`config.mk`:
```
export PLATFORM = sky130hd
export DESIGN_NAME = uart_host_loader_flat
export DESIGN_NICKNAME = d
export VERILOG_FILES = /design/src/rtl/uart_loader_pkg.sv /design/src/rtl/uart_host_loader_if.sv /design/src/rtl/uart_rx_8n1.sv /design/src/rtl/uart_host_loader.sv /design/src/flat_wrapper.sv
export SDC_FILE = /design/constraint.sdc
export NUM_CORES = 1
export LEC_CHECK = 0
export ABC_AREA = 0
export CAP_MARGIN = 10
export CORE_UTILIZATION = 58
export CTS_BUF_LIST = sky130_fd_sc_hd__clkbuf_8
export DETAILED_ROUTE_END_ITERATION = 12
export GPL_TIMING_DRIVEN = 0
export PLACE_DENSITY_LB_ADDON = 0.2
export SLEW_MARGIN = 20
export SYNTH_ARGS = -nofsm -noshare
export SYNTH_HDL_FRONTEND = slang
export SYNTH_SLANG_ARGS = --single-unit
```
`constraint.sdc`:
```
create_clock -name clk -period 3.4 [get_ports clk]
set_clock_uncertainty 0.15 [all_clocks]
set_input_delay 0.68 -clock clk [delete_from_list [all_inputs] [get_ports clk]]
set_output_delay 0.68 -clock clk [all_outputs]
set_load 0.03 [all_outputs]
```
`src/rtl/uart_loader_pkg.sv`:
```
// Shared constants and state encodings for the UART host loader.
package uart_loader_pkg;

   localparam logic [7:0] SYNC  = 8'hA5;
   localparam logic [7:0] CMD_W = 8'h57;
   localparam logic [7:0] CMD_G = 8'h47;
   localparam logic [7:0] CMD_H = 8'h48;
   localparam logic [7:0] ACK   = 8'h06;
   localparam logic [7:0] NAK   = 8'h15;

   typedef enum logic [1:0] {RX_IDLE, RX_START, RX_DATA, RX_STOP} rx_state_t;

   typedef enum logic [2:0] {P_IDLE, P_CMD, P_ADDR, P_DATA, P_STRB, P_SUM} p_state_t;

endpackage

```
`src/rtl/uart_host_loader_if.sv`:
```
// Host write port, core hold and response strobe driven by the loader.
interface uart_host_loader_if;

   logic        host_wvalid;
   logic [63:0] host_waddr;
   logic [63:0] host_wdata;
   logic [7:0]  host_wstrb;
   logic        core_hold;
   logic        ack_valid;
   logic [7:0]  ack_byte;
   logic        err_sticky;

   modport master (
      output host_wvalid, host_waddr, host_wdata, host_wstrb,
      output core_hold, ack_valid, ack_byte, err_sticky
   );

   modport slave (
      input host_wvalid, host_waddr, host_wdata, host_wstrb,
      input core_hold, ack_valid, ack_byte, err_sticky
   );

endinterface

```
`src/rtl/uart_rx_8n1.sv`:
```
// 8N1 UART receiver: mid-bit sampling, one-cycle valid strobe, framing-error strobe.
module uart_rx_8n1
   import uart_loader_pkg::*;
#(
   parameter int unsigned CLK_HZ = 125_000_000,
   parameter int unsigned BAUD   = 115_200
) (
   input  logic       clk,
   input  logic       rst_n,
   input  logic       rxd,
   output logic       valid,
   output logic [7:0] data,
   output logic       frame_err
);
   localparam int unsigned DIV       = CLK_HZ / BAUD;
   localparam logic [31:0] DIV_LAST  = 32'(DIV - 1);
   localparam logic [31:0] HALF_LAST = 32'(DIV / 2 - 1);

   rx_state_t   r_state, w_next;
   logic [1:0]  r_sync;
   logic [31:0] r_cnt;
   logic [2:0]  r_bit;
   logic [7:0]  r_shift;
   logic        r_valid, r_ferr;
   logic        w_rx, w_tick;

   assign w_rx = r_sync[1];

   // NOTE: state and data flops use <= so every flop updates from pre-edge values.
   always_ff @(posedge clk or negedge rst_n) begin
      if (!rst_n) r_state <= RX_IDLE;
      else        r_state <= w_next;
   end

   // NOTE: defaults first, so every path assigns w_next/w_tick and no latch is inferred.
   always_comb begin
      w_next = r_state;
      w_tick = 1'b0;
      case (r_state)
         RX_IDLE:  if (!w_rx) w_next = RX_START;
         RX_START: if (r_cnt == HALF_LAST) begin
            w_tick = 1'b1;
            w_next = w_rx ? RX_IDLE : RX_DATA;
         end
         RX_DATA:  if (r_cnt == DIV_LAST) begin
            w_tick = 1'b1;
            if (r_bit == 3'd7) w_next = RX_STOP;
         end
         RX_STOP:  if (r_cnt == DIV_LAST) begin
            w_tick = 1'b1;
            w_next = RX_IDLE;
         end
         default:  w_next = RX_IDLE;
      endcase
   end

   always_ff @(posedge clk or negedge rst_n) begin
      if (!rst_n) begin
         // NOTE: sync flops reset to 1 so reset looks like an idle line, not a start bit.
         r_sync  <= 2'b11;
         r_cnt   <= '0;
         r_bit   <= '0;
         r_shift <= '0;
         r_valid <= 1'b0;
         r_ferr  <= 1'b0;
      end else begin
         r_sync  <= {r_sync[0], rxd};
         r_valid <= 1'b0;
         r_ferr  <= 1'b0;
         if (r_state == RX_IDLE || w_tick) r_cnt <= '0;
         else                              r_cnt <= r_cnt + 32'd1;
         if (r_state == RX_START && w_tick) r_bit <= '0;
         if (r_state == RX_DATA && w_tick) begin
            r_shift <= {w_rx, r_shift[7:1]};
            r_bit   <= r_bit + 3'd1;
         end
         if (r_state == RX_STOP && w_tick) begin
            r_valid <= w_rx;
            r_ferr  <= !w_rx;
         end
      end
   end

   assign valid     = r_valid;
   assign data      = r_shift;
   assign frame_err = r_ferr;

endmodule

```
`src/rtl/uart_host_loader.sv`:
```
// UART-to-host-write bridge: parses A5/CMD/payload/SUM packets into host writes
// and core hold control, answering each packet with ACK or NAK.
module uart_host_loader
   import uart_loader_pkg::*;
#(
   parameter int unsigned CLK_HZ      = 125_000_000,
   parameter int unsigned BAUD        = 115_200,
   parameter int unsigned TIMEOUT_CYC = 2_000_000
) (
   input  logic               clk,
   input  logic               rst_n,
   input  logic               uart_rx,
   uart_host_loader_if.master host
);
   localparam logic [31:0] TMO_LIM = 32'(TIMEOUT_CYC);

   logic        w_rx_valid, w_rx_ferr;
   logic [7:0]  w_rx_data;
   p_state_t    r_pstate, w_pnext;
   logic        w_sum_ok, w_sum_bad, w_cmd_bad, w_timeout;
   logic [7:0]  r_cmd, r_sum, r_strb;
   logic [3:0]  r_idx;
   logic [31:0] r_addr, r_tmo;
   logic [63:0] r_data;
   logic        r_wvalid, r_hold, r_ack_valid, r_err;
   logic [63:0] r_waddr, r_wdata;
   logic [7:0]  r_wstrb, r_ack_byte;

   uart_rx_8n1 #(.CLK_HZ(CLK_HZ), .BAUD(BAUD)) u_rx (
      .clk      (clk),
      .rst_n    (rst_n),
      .rxd      (uart_rx),
      .valid    (w_rx_valid),
      .data     (w_rx_data),
      .frame_err(w_rx_ferr)
   );

   always_ff @(posedge clk or negedge rst_n) begin
      if (!rst_n) r_pstate <= P_IDLE;
      else        r_pstate <= w_pnext;
   end

   always_comb begin
      w_pnext   = r_pstate;
      w_sum_ok  = 1'b0;
      w_sum_bad = 1'b0;
      w_cmd_bad = 1'b0;
      w_timeout = (r_pstate != P_IDLE) && !w_rx_valid && (r_tmo == TMO_LIM);
      if (w_rx_ferr || w_timeout) begin
         w_pnext = P_IDLE;
      end else if (w_rx_valid) begin
         case (r_pstate)
            P_IDLE: if (w_rx_data == SYNC) w_pnext = P_CMD;
            P_CMD: case (w_rx_data)
               CMD_W:        w_pnext = P_ADDR;
               CMD_G, CMD_H: w_pnext = P_SUM;
               default: begin
                  w_cmd_bad = 1'b1;
                  w_pnext   = P_IDLE;
               end
            endcase
            P_ADDR: if (r_idx == 4'd3) w_pnext = P_DATA;
            P_DATA: if (r_idx == 4'd7) w_pnext = P_STRB;
            P_STRB: w_pnext = P_SUM;
            P_SUM: begin
               w_pnext   = P_IDLE;
               w_sum_ok  = (w_rx_data == r_sum);
               w_sum_bad = (w_rx_data != r_sum);
            end
            default: w_pnext = P_IDLE;
         endcase
      end
   end

   always_ff @(posedge clk or negedge rst_n) begin
      if (!rst_n) begin
         r_cmd       <= '0;
         r_sum       <= '0;
         r_strb      <= '0;
         r_idx       <= '0;
         r_addr      <= '0;
         r_data      <= '0;
         r_tmo       <= '0;
         r_wvalid    <= 1'b0;
         r_waddr     <= '0;
         r_wdata     <= '0;
         r_wstrb     <= '0;
         r_hold      <= 1'b1;
         r_ack_valid <= 1'b0;
         r_ack_byte  <= '0;
         r_err       <= 1'b0;
      end else begin
         r_wvalid    <= 1'b0;
         r_ack_valid <= 1'b0;
         if (w_rx_ferr || w_timeout || w_sum_bad) r_err <= 1'b1;
         if (w_rx_valid || r_pstate == P_IDLE) r_tmo <= '0;
         else                                  r_tmo <= r_tmo + 32'd1;
         // Fields shift in from the top, so the first (least significant) byte ends up lowest.
         if (w_rx_valid) begin
            case (r_pstate)
               P_CMD: begin
                  r_cmd <= w_rx_data;
                  r_sum <= w_rx_data;
                  r_idx <= '0;
               end
               P_ADDR: begin
                  r_addr <= {w_rx_data, r_addr[31:8]};
                  r_sum  <= r_sum ^ w_rx_data;
                  r_idx  <= (r_idx == 4'd3) ? 4'd0 : r_idx + 4'd1;
               end
               P_DATA: begin
                  r_data <= {w_rx_data, r_data[63:8]};
                  r_sum  <= r_sum ^ w_rx_data;
                  r_idx  <= r_idx + 4'd1;
               end
               P_STRB: begin
                  r_strb <= w_rx_data;
                  r_sum  <= r_sum ^ w_rx_data;
               end
               default: ;
            endcase
         end
         if (w_sum_ok) begin
            r_ack_valid <= 1'b1;
            r_ack_byte  <= ACK;
            if (r_cmd == CMD_W) begin
               r_wvalid <= 1'b1;
               r_waddr  <= {32'd0, r_addr};
               r_wdata  <= r_data;
               r_wstrb  <= r_strb;
            end
            if (r_cmd == CMD_G) r_hold <= 1'b0;
            if (r_cmd == CMD_H) r_hold <= 1'b1;
         end
         if (w_sum_bad || w_cmd_bad) begin
            r_ack_valid <= 1'b1;
            r_ack_byte  <= NAK;
         end
      end
   end

   assign host.host_wvalid = r_wvalid;
   assign host.host_waddr  = r_waddr;
   assign host.host_wdata  = r_wdata;
   assign host.host_wstrb  = r_wstrb;
   assign host.core_hold   = r_hold;
   assign host.ack_valid   = r_ack_valid;
   assign host.ack_byte    = r_ack_byte;
   assign host.err_sticky  = r_err;

endmodule

```
`src/flat_wrapper.sv`:
```
// flat-port wrapper written by rule: the top's interface ports become plain ports
module uart_host_loader_flat import uart_loader_pkg::*;
#(
   parameter int unsigned CLK_HZ      = 125_000_000,
   parameter int unsigned BAUD        = 115_200,
   parameter int unsigned TIMEOUT_CYC = 2_000_000
)
  (clk, rst_n, uart_rx, host_host_wvalid, host_host_waddr, host_host_wdata, host_host_wstrb, host_core_hold, host_ack_valid, host_ack_byte, host_err_sticky);
  uart_host_loader_if host_i ();
  input  logic clk;
  input  logic rst_n;
  input  logic uart_rx;
  output wire logic [$bits(host_i.host_wvalid)-1:0] host_host_wvalid;
  output wire logic [$bits(host_i.host_waddr)-1:0] host_host_waddr;
  output wire logic [$bits(host_i.host_wdata)-1:0] host_host_wdata;
  output wire logic [$bits(host_i.host_wstrb)-1:0] host_host_wstrb;
  output wire logic [$bits(host_i.core_hold)-1:0] host_core_hold;
  output wire logic [$bits(host_i.ack_valid)-1:0] host_ack_valid;
  output wire logic [$bits(host_i.ack_byte)-1:0] host_ack_byte;
  output wire logic [$bits(host_i.err_sticky)-1:0] host_err_sticky;
  assign host_host_wvalid = host_i.host_wvalid;
  assign host_host_waddr = host_i.host_waddr;
  assign host_host_wdata = host_i.host_wdata;
  assign host_host_wstrb = host_i.host_wstrb;
  assign host_core_hold = host_i.core_hold;
  assign host_ack_valid = host_i.ack_valid;
  assign host_ack_byte = host_i.ack_byte;
  assign host_err_sticky = host_i.err_sticky;
  uart_host_loader #(.CLK_HZ(CLK_HZ), .BAUD(BAUD), .TIMEOUT_CYC(TIMEOUT_CYC)) u_core (.clk(clk), .rst_n(rst_n), .uart_rx(uart_rx), .host(host_i));
endmodule
```
=== Word level (Yosys, flattened, before mapping) ===
Cells that the tools add are included.

* Input bits: 3
* Flip-flop bits (word level): 324

* $add $sub $neg: 4
* Reductions and logical operators: 35
* Equal/unequal tests: 31
* Bitwise gates (word level): 1
* Multiplexer cells: 44

{| class="wikitable"
|+ Operator list
! kind !! count
|-
| adder 32 x 1 -> 32 bit (second input constant) || 2
|-
| 2-to-1 mux 32 bit || 2
|-
| equality test 8 x 7 -> 1 bit (second input constant) || 6
|-
| equality test 32 x 10 -> 1 bit (second input constant) || 1
|-
| equality test 32 x 11 -> 1 bit (second input constant) || 1
|-
| equality test 32 x 21 -> 1 bit (second input constant) || 1
|-
| 2-to-1 mux 3 bit || 7
|-
| 2-to-1 mux 1 bit || 20
|-
| 2-to-1 mux 8 bit || 2
|-
| one-hot mux 8 bit (2 select lines) || 1
|-
| AND reduction 2 bit || 8
|-
| one-hot mux 3 bit (5 select lines) || 1
|-
| 2-to-1 mux 2 bit || 6
|-
| one-hot mux 4 bit (3 select lines) || 1
|-
| != test 2 bit (second input constant) || 5
|-
| nonzero test 2 bit || 5
|-
| equality test 3 bit (second input constant) || 3
|-
| != test 3 x 1 -> 1 bit (second input constant) || 3
|-
| equality test 8 bit || 1
|-
| equality test 8 bit (second input constant) || 1
|-
| != test 8 bit || 1
|-
| one-hot mux 2 bit (4 select lines) || 1
|-
| XOR 8 bit || 1
|-
| equality test 3 x 2 -> 1 bit (second input constant) || 2
|-
| 20 further kinds || 33
|}

=== Depth between registers and ports, before layout ===
* Depth in word-level cells: 8
* Depth in mapped cells: 8

=== Modules after synthesis ===
A second synthesis with hierarchy kept.

* Cell total of the unflattened synthesis: 1056
* Area total of the unflattened synthesis: 14017.2 µm²

{| class="wikitable"
|+ By module, submodules not included
! module !! cells each !! area each (µm²) !! times used
|-
| uart_host_loader || 816 || 11512.3 || 1
|-
| uart_rx_8n1 || 240 || 2504.9 || 1
|}

=== Worst setup path before layout ===
Ideal clock, no wire load.

* Kind: register -> register
* Start point: register u_core.u_rx.r_shift[1], in the netlist u_core.u_rx.data[1]
* End point: register u_core.r_wdata[10], in the netlist u_core.host.host_wdata[10]
* Required time: 3.123 ns
* Setup slack: 1.005 ns
* Arrival: 2.117 ns
* Setup time: 0.127 ns
* Cell stages (with the launch flop): 8
* Cells stage by stage: dfrtp_1 > xor2_1 > nor4_2 > nand3_2 > nor4_4 > buf_4 > buf_6 > mux2_1

* Longest elaborated chain between the ends: 5

{| class="wikitable"
|+ RTL lines
! element !! line !! source
|-
| from (decl) || uart_rx_8n1.sv:23 || <nowiki>logic [7:0] r_shift;</nowiki>
|-
| from (signal assigned) || uart_rx_8n1.sv:74 || <nowiki>r_shift <= {w_rx, r_shift[7:1]};</nowiki>
|-
| equality test 8 bit || uart_host_loader.sv:67 || <nowiki>w_sum_ok = (w_rx_data == r_sum);</nowiki>
|-
| 2-to-1 mux 1 bit || uart_host_loader.sv:52 || <nowiki>case (r_pstate)</nowiki>
|-
| 2-to-1 mux 1 bit || uart_host_loader.sv:51 || <nowiki>end else if (w_rx_valid) begin</nowiki>
|-
| 2-to-1 mux 1 bit || uart_host_loader.sv:49 || <nowiki>if (w_rx_ferr || w_timeout) begin</nowiki>
|-
| AND reduction 2 bit (no source line) || n/a ||
|-
| to (signal assigned) || uart_host_loader.sv:129 || <nowiki>r_wdata <= r_data;</nowiki>
|-
| to (decl) || uart_host_loader.sv:26 || <nowiki>logic [63:0] r_waddr, r_wdata;</nowiki>
|}

Every way passes these cells.
A chain may end at the register's enable or synchronous reset.

=== Worst setup path in the final report ===
* Start point: register u_core.u_rx.r_shift[3], in the netlist u_core.u_rx.data[3]
* End point: register u_core.r_wdata[57], in the netlist u_core.host.host_wdata[57]

The elaborated chain is that of the path after synthesis.

==> results.py <==
metrics = {
    "clocking": {
        "clk_pin_slew_ns": 0.06,
        "cts_max_level": 2,
        "root_buffer": "clkbuf_8",
        "post_cts_buffers": 0,
        "cts_resized": 0,
        "cts_sinks": 319,
        "cts_buffer_depth": 3,
        "cts_buffers": 51,
        "cts_hold_buf": 1,
        "insertion_delay_ns": 0.56,
        "tritoncts": "done",
    },
    "status": {
        "status": "complete, no violations",
    },
    "route": {
        "drtAntennaViolNets": 0,
        "vias": 8281,
        "wirelength_um": 25000,
        "dr.pass1.iters": 4,
        "via_per_inst": 5.34,
        "wl_per_cell_um": 16.1,
        "drt_iter0_drc": 395,
        "drc": 0,
    },
    "setup_path": {
        "crit_family": "simple AND/OR/NAND/NOR gates",
        "crit_fanout": 10,
        "path_buf_inv": 2,
        "crit_slowest_cell": "nor4_4",
        "crit_type": "flip-flop to flip-flop",
        "cp_cell_sequence": "xor2_1, nor4_2, nand3_2, nor4_4, buf_4, buf_6, mux2_1",
        "critPathLaunchType": "flip-flop",
        "slowest_delay_ns": 0.55,
        "endpoint_kind": "flip-flop",
        "cp.required_ns": 3.68,
        "critical_path_arrival_ns": 3.31,
    },
    "logic_synthesis": {
        "synth_top_area_share_pct": 58.7,
        "yosysMostFrequentCell": "dfrtp_1",
        "synthArstFlopShare_pct": 100,
        "synth_enable_flop_cells": 0,
        "syn_area_mm2": 0.0135,
        "syn_inst": 1020,
        "synthTopCellsByArea": "dfrtp_1 (59%), mux2_2 (14%), mux2_1 (5.0%)",
        "avgSynthCellArea_um2": 13.2,
        "synth_ff_type": "dfrtp_1",
        "synth-seq-cells": 319,
        "synthDistinctLibCells": 53,
        "ys_seq_area_share_pct": 59.3,
        "synth_common_cells": "dfrtp_1 (316), mux2_2 (164), nor2_1 (80)",
        "yosysTopAreaCell": "dfrtp_1",
        "yosysWarnings": 0,
    },
    "placed_design": {
        "gp_congestion": 0.824,
        "io_buffers": 114,
        "dp_hpwl_um": 16900,
    },
    "floorplan": {
        "initial_core_util_pct": 59.3,
        "core_region_area_mm2": 0.0227,
        "die_w_um": 154,
        "rows": 55,
        "ios": 151,
        "design.die.area_mm2": 0.0238,
        "die_h_um": 154,
    },
    "final_layout": {
        "nNetsFinal": 1237,
        "syn_to_final_growth_pct": 20.8,
        "final_util_pct": 71.6,
        "antenna_cells": 0,
        "drive_gt1_share_pct": 24.3,
    },
    "sta": {
        "worst_slew_pin_slew_ns": 0.938,
        "finalHoldViolations": 0,
        "setup_viol": 0,
        "maxSlewViolCount": 0,
        "grt_setup_unrepaired": "false",
        "max-slew-margin-rel_pct": 36.9,
        "fin_crit_ns": 3.04,
        "post-route-period-util_pct": 89.3,
        "max_freq_mhz": 329,
        "tns_ns": 0,
    },
    "power": {
        "power.switching_w": 0.00158,
        "power_frac_seq_pct": 52.1,
        "sw_frac_of_total_pct": 21.7,
        "cellPowerDensity_mw_per_mm2": 448,
        "comb_power_share_pct": 2.3,
        "internal_power_w": 0.00571,
        "leakagePower_nw": 8.06,
        "ir_drop_v": 0.000275,
        "power.clock.fraction_pct": 45.5,
        "finalPower_w": 0.00729,
    },
    "global_routing": {
        "grt_pass1_vias": 8318,
        "grt.total_usage_pct": 21.9,
        "grt_max_degree": 99,
        "grt_pass1_wl_um": 42100,
        "antenna_found_initial": 0,
        "grt_overflow": 0,
    },
    "run": {
        "maxCapViolCount": 0,
    },
    "min_path": {
        "hold_class": "flip-flop to flip-flop",
    },
}
## cells in the final DEF (no fill, tap or decap), drive strengths merged, types with 3 or more instances in the layout
master | Yosys | layout
and3 | 13 | 13
or2 | 3 | 3
ha | 8 | 8
clkdlybuf4s50 | 0 | 113
nand3b | 6 | 6
o31ai | 5 | 5
mux2 | 224 | 224
nand2 | 41 | 41
inv | 12 | 30
clkbuf | 31 | 96
nor3 | 5 | 5
xor2 | 65 | 65
nand4b | 3 | 3
nor4b | 6 | 6
dfstp | 3 | 3
nor4 | 17 | 17
nor2b | 6 | 6
o21ai | 11 | 11
xnor2 | 12 | 12
a21oi | 6 | 6
conb | 1 | 36
and4 | 8 | 8
nand3 | 38 | 38
clkinv | 0 | 7
nor2 | 80 | 80
buf | 50 | 54
nand4 | 23 | 23
dfrtp | 316 | 316
## registers in the layout, summed over array words and instances, names as in the netlist, named ones only
name                     cells
u_core.host.ack_byte         3
u_core.host.ack_valid        1
u_core.host.core_hold        1
u_core.host.err_sticky       1
u_core.host.host_waddr      32
u_core.host.host_wdata      64
u_core.host.host_wstrb       8
u_core.host.host_wvalid      1
u_core.r_addr               32
u_core.r_cmd                 8
u_core.r_data               64
u_core.r_idx                 4
u_core.r_pstate              3
u_core.r_strb                8
u_core.r_sum                 8
u_core.r_tmo                32
u_core.u_rx.data             8
u_core.u_rx.frame_err        1
u_core.u_rx.r_bit            3
u_core.u_rx.r_cnt           32
u_core.u_rx.r_state          1
u_core.u_rx.r_sync           2
u_core.u_rx.valid            1
## through the flow
stage	cell area, µm²	setup WS (ns)	hold WS [ns]	cells
after floorplan	13600	1.01	0.195	1055
after global placement	15100	-12.04	0.225	1454
after detailed placement	15200	0.388	0.227	1457
after CTS	16300	0.358	0.240	1550
after global routing	16300	0.246	0.241	1550
final	16300	0.363	0.234	1550
## path summary, 6_finish.rpt
check	start	endpoint	slack (ns)	depth (start not counted)
worst max register to register	u_core.u_rx.data[3]	u_core.host.host_wdata[57]	0.36	7
min in group asynchronous	rst_n	u_core.host.host_wdata[4]	0.45	2
max in group asynchronous	rst_n	u_core.u_rx.r_sync[0]	1.84	3
worst min-delay path	u_core.u_rx.r_sync[0]	u_core.u_rx.r_sync[1]	0.23	0
worst min register to register	u_core.u_rx.r_sync[0]	u_core.u_rx.r_sync[1]	0.23	0
worst max-delay path	u_core.u_rx.data[3]	u_core.host.host_wdata[57]	0.36	7
## cells by family (layout without fill, tap and decap cells)
kind of cell	count (synthesis)	in the layout	synth area share, %
fa+ha+maj	8	8	0.743
simple gates	262	262	10.4
mux	226	226	18.9
compound gates	34	34	1.63
buf+inv	93	303	4.03
xor+xnor	77	77	5.01
other cells	1	36	0.0278
flops	319	319	59.3
## routing by layer
layer / track usage [%] / vias up / part of all wire, %
li1: - / 3909 / -
met1: 30.6 / 4205 / 46
met2: 35.8 / 141 / 49
met3: 3.98 / 26 / 3.6
met4: 5.56 / 0 / 1.3
met5: 0 / - / 0
## power by group through the flow
stage                     clock (W)  combinational, W  sequential [W]
final                       0.00332          0.000171         0.00380
after floorplan                   0         0.0000840         0.00387
after detailed placement          0          0.000174         0.00387
after global placement            0          0.000161         0.00387
after CTS                   0.00340          0.000175         0.00380
after global routing        0.00358          0.000193         0.00380
## cell type report
| type | instances | area (µm²) |
|---|---|---|
| clock buffers | 65 | 895 |
| well taps | 285 | 357 |
| flip-flops and latches | 319 | 7990 |
| multi-input cells | 643 | 5080 |
| inverters | 12 | 45.0 |
| repair buffers | 118 | 1240 |
| fillers | 1579 | 6440 |
| clock inverters | 27 | 170 |
| plain buffers | 81 | 498 |
Note: power is estimated with default switching activity, not from simulation.
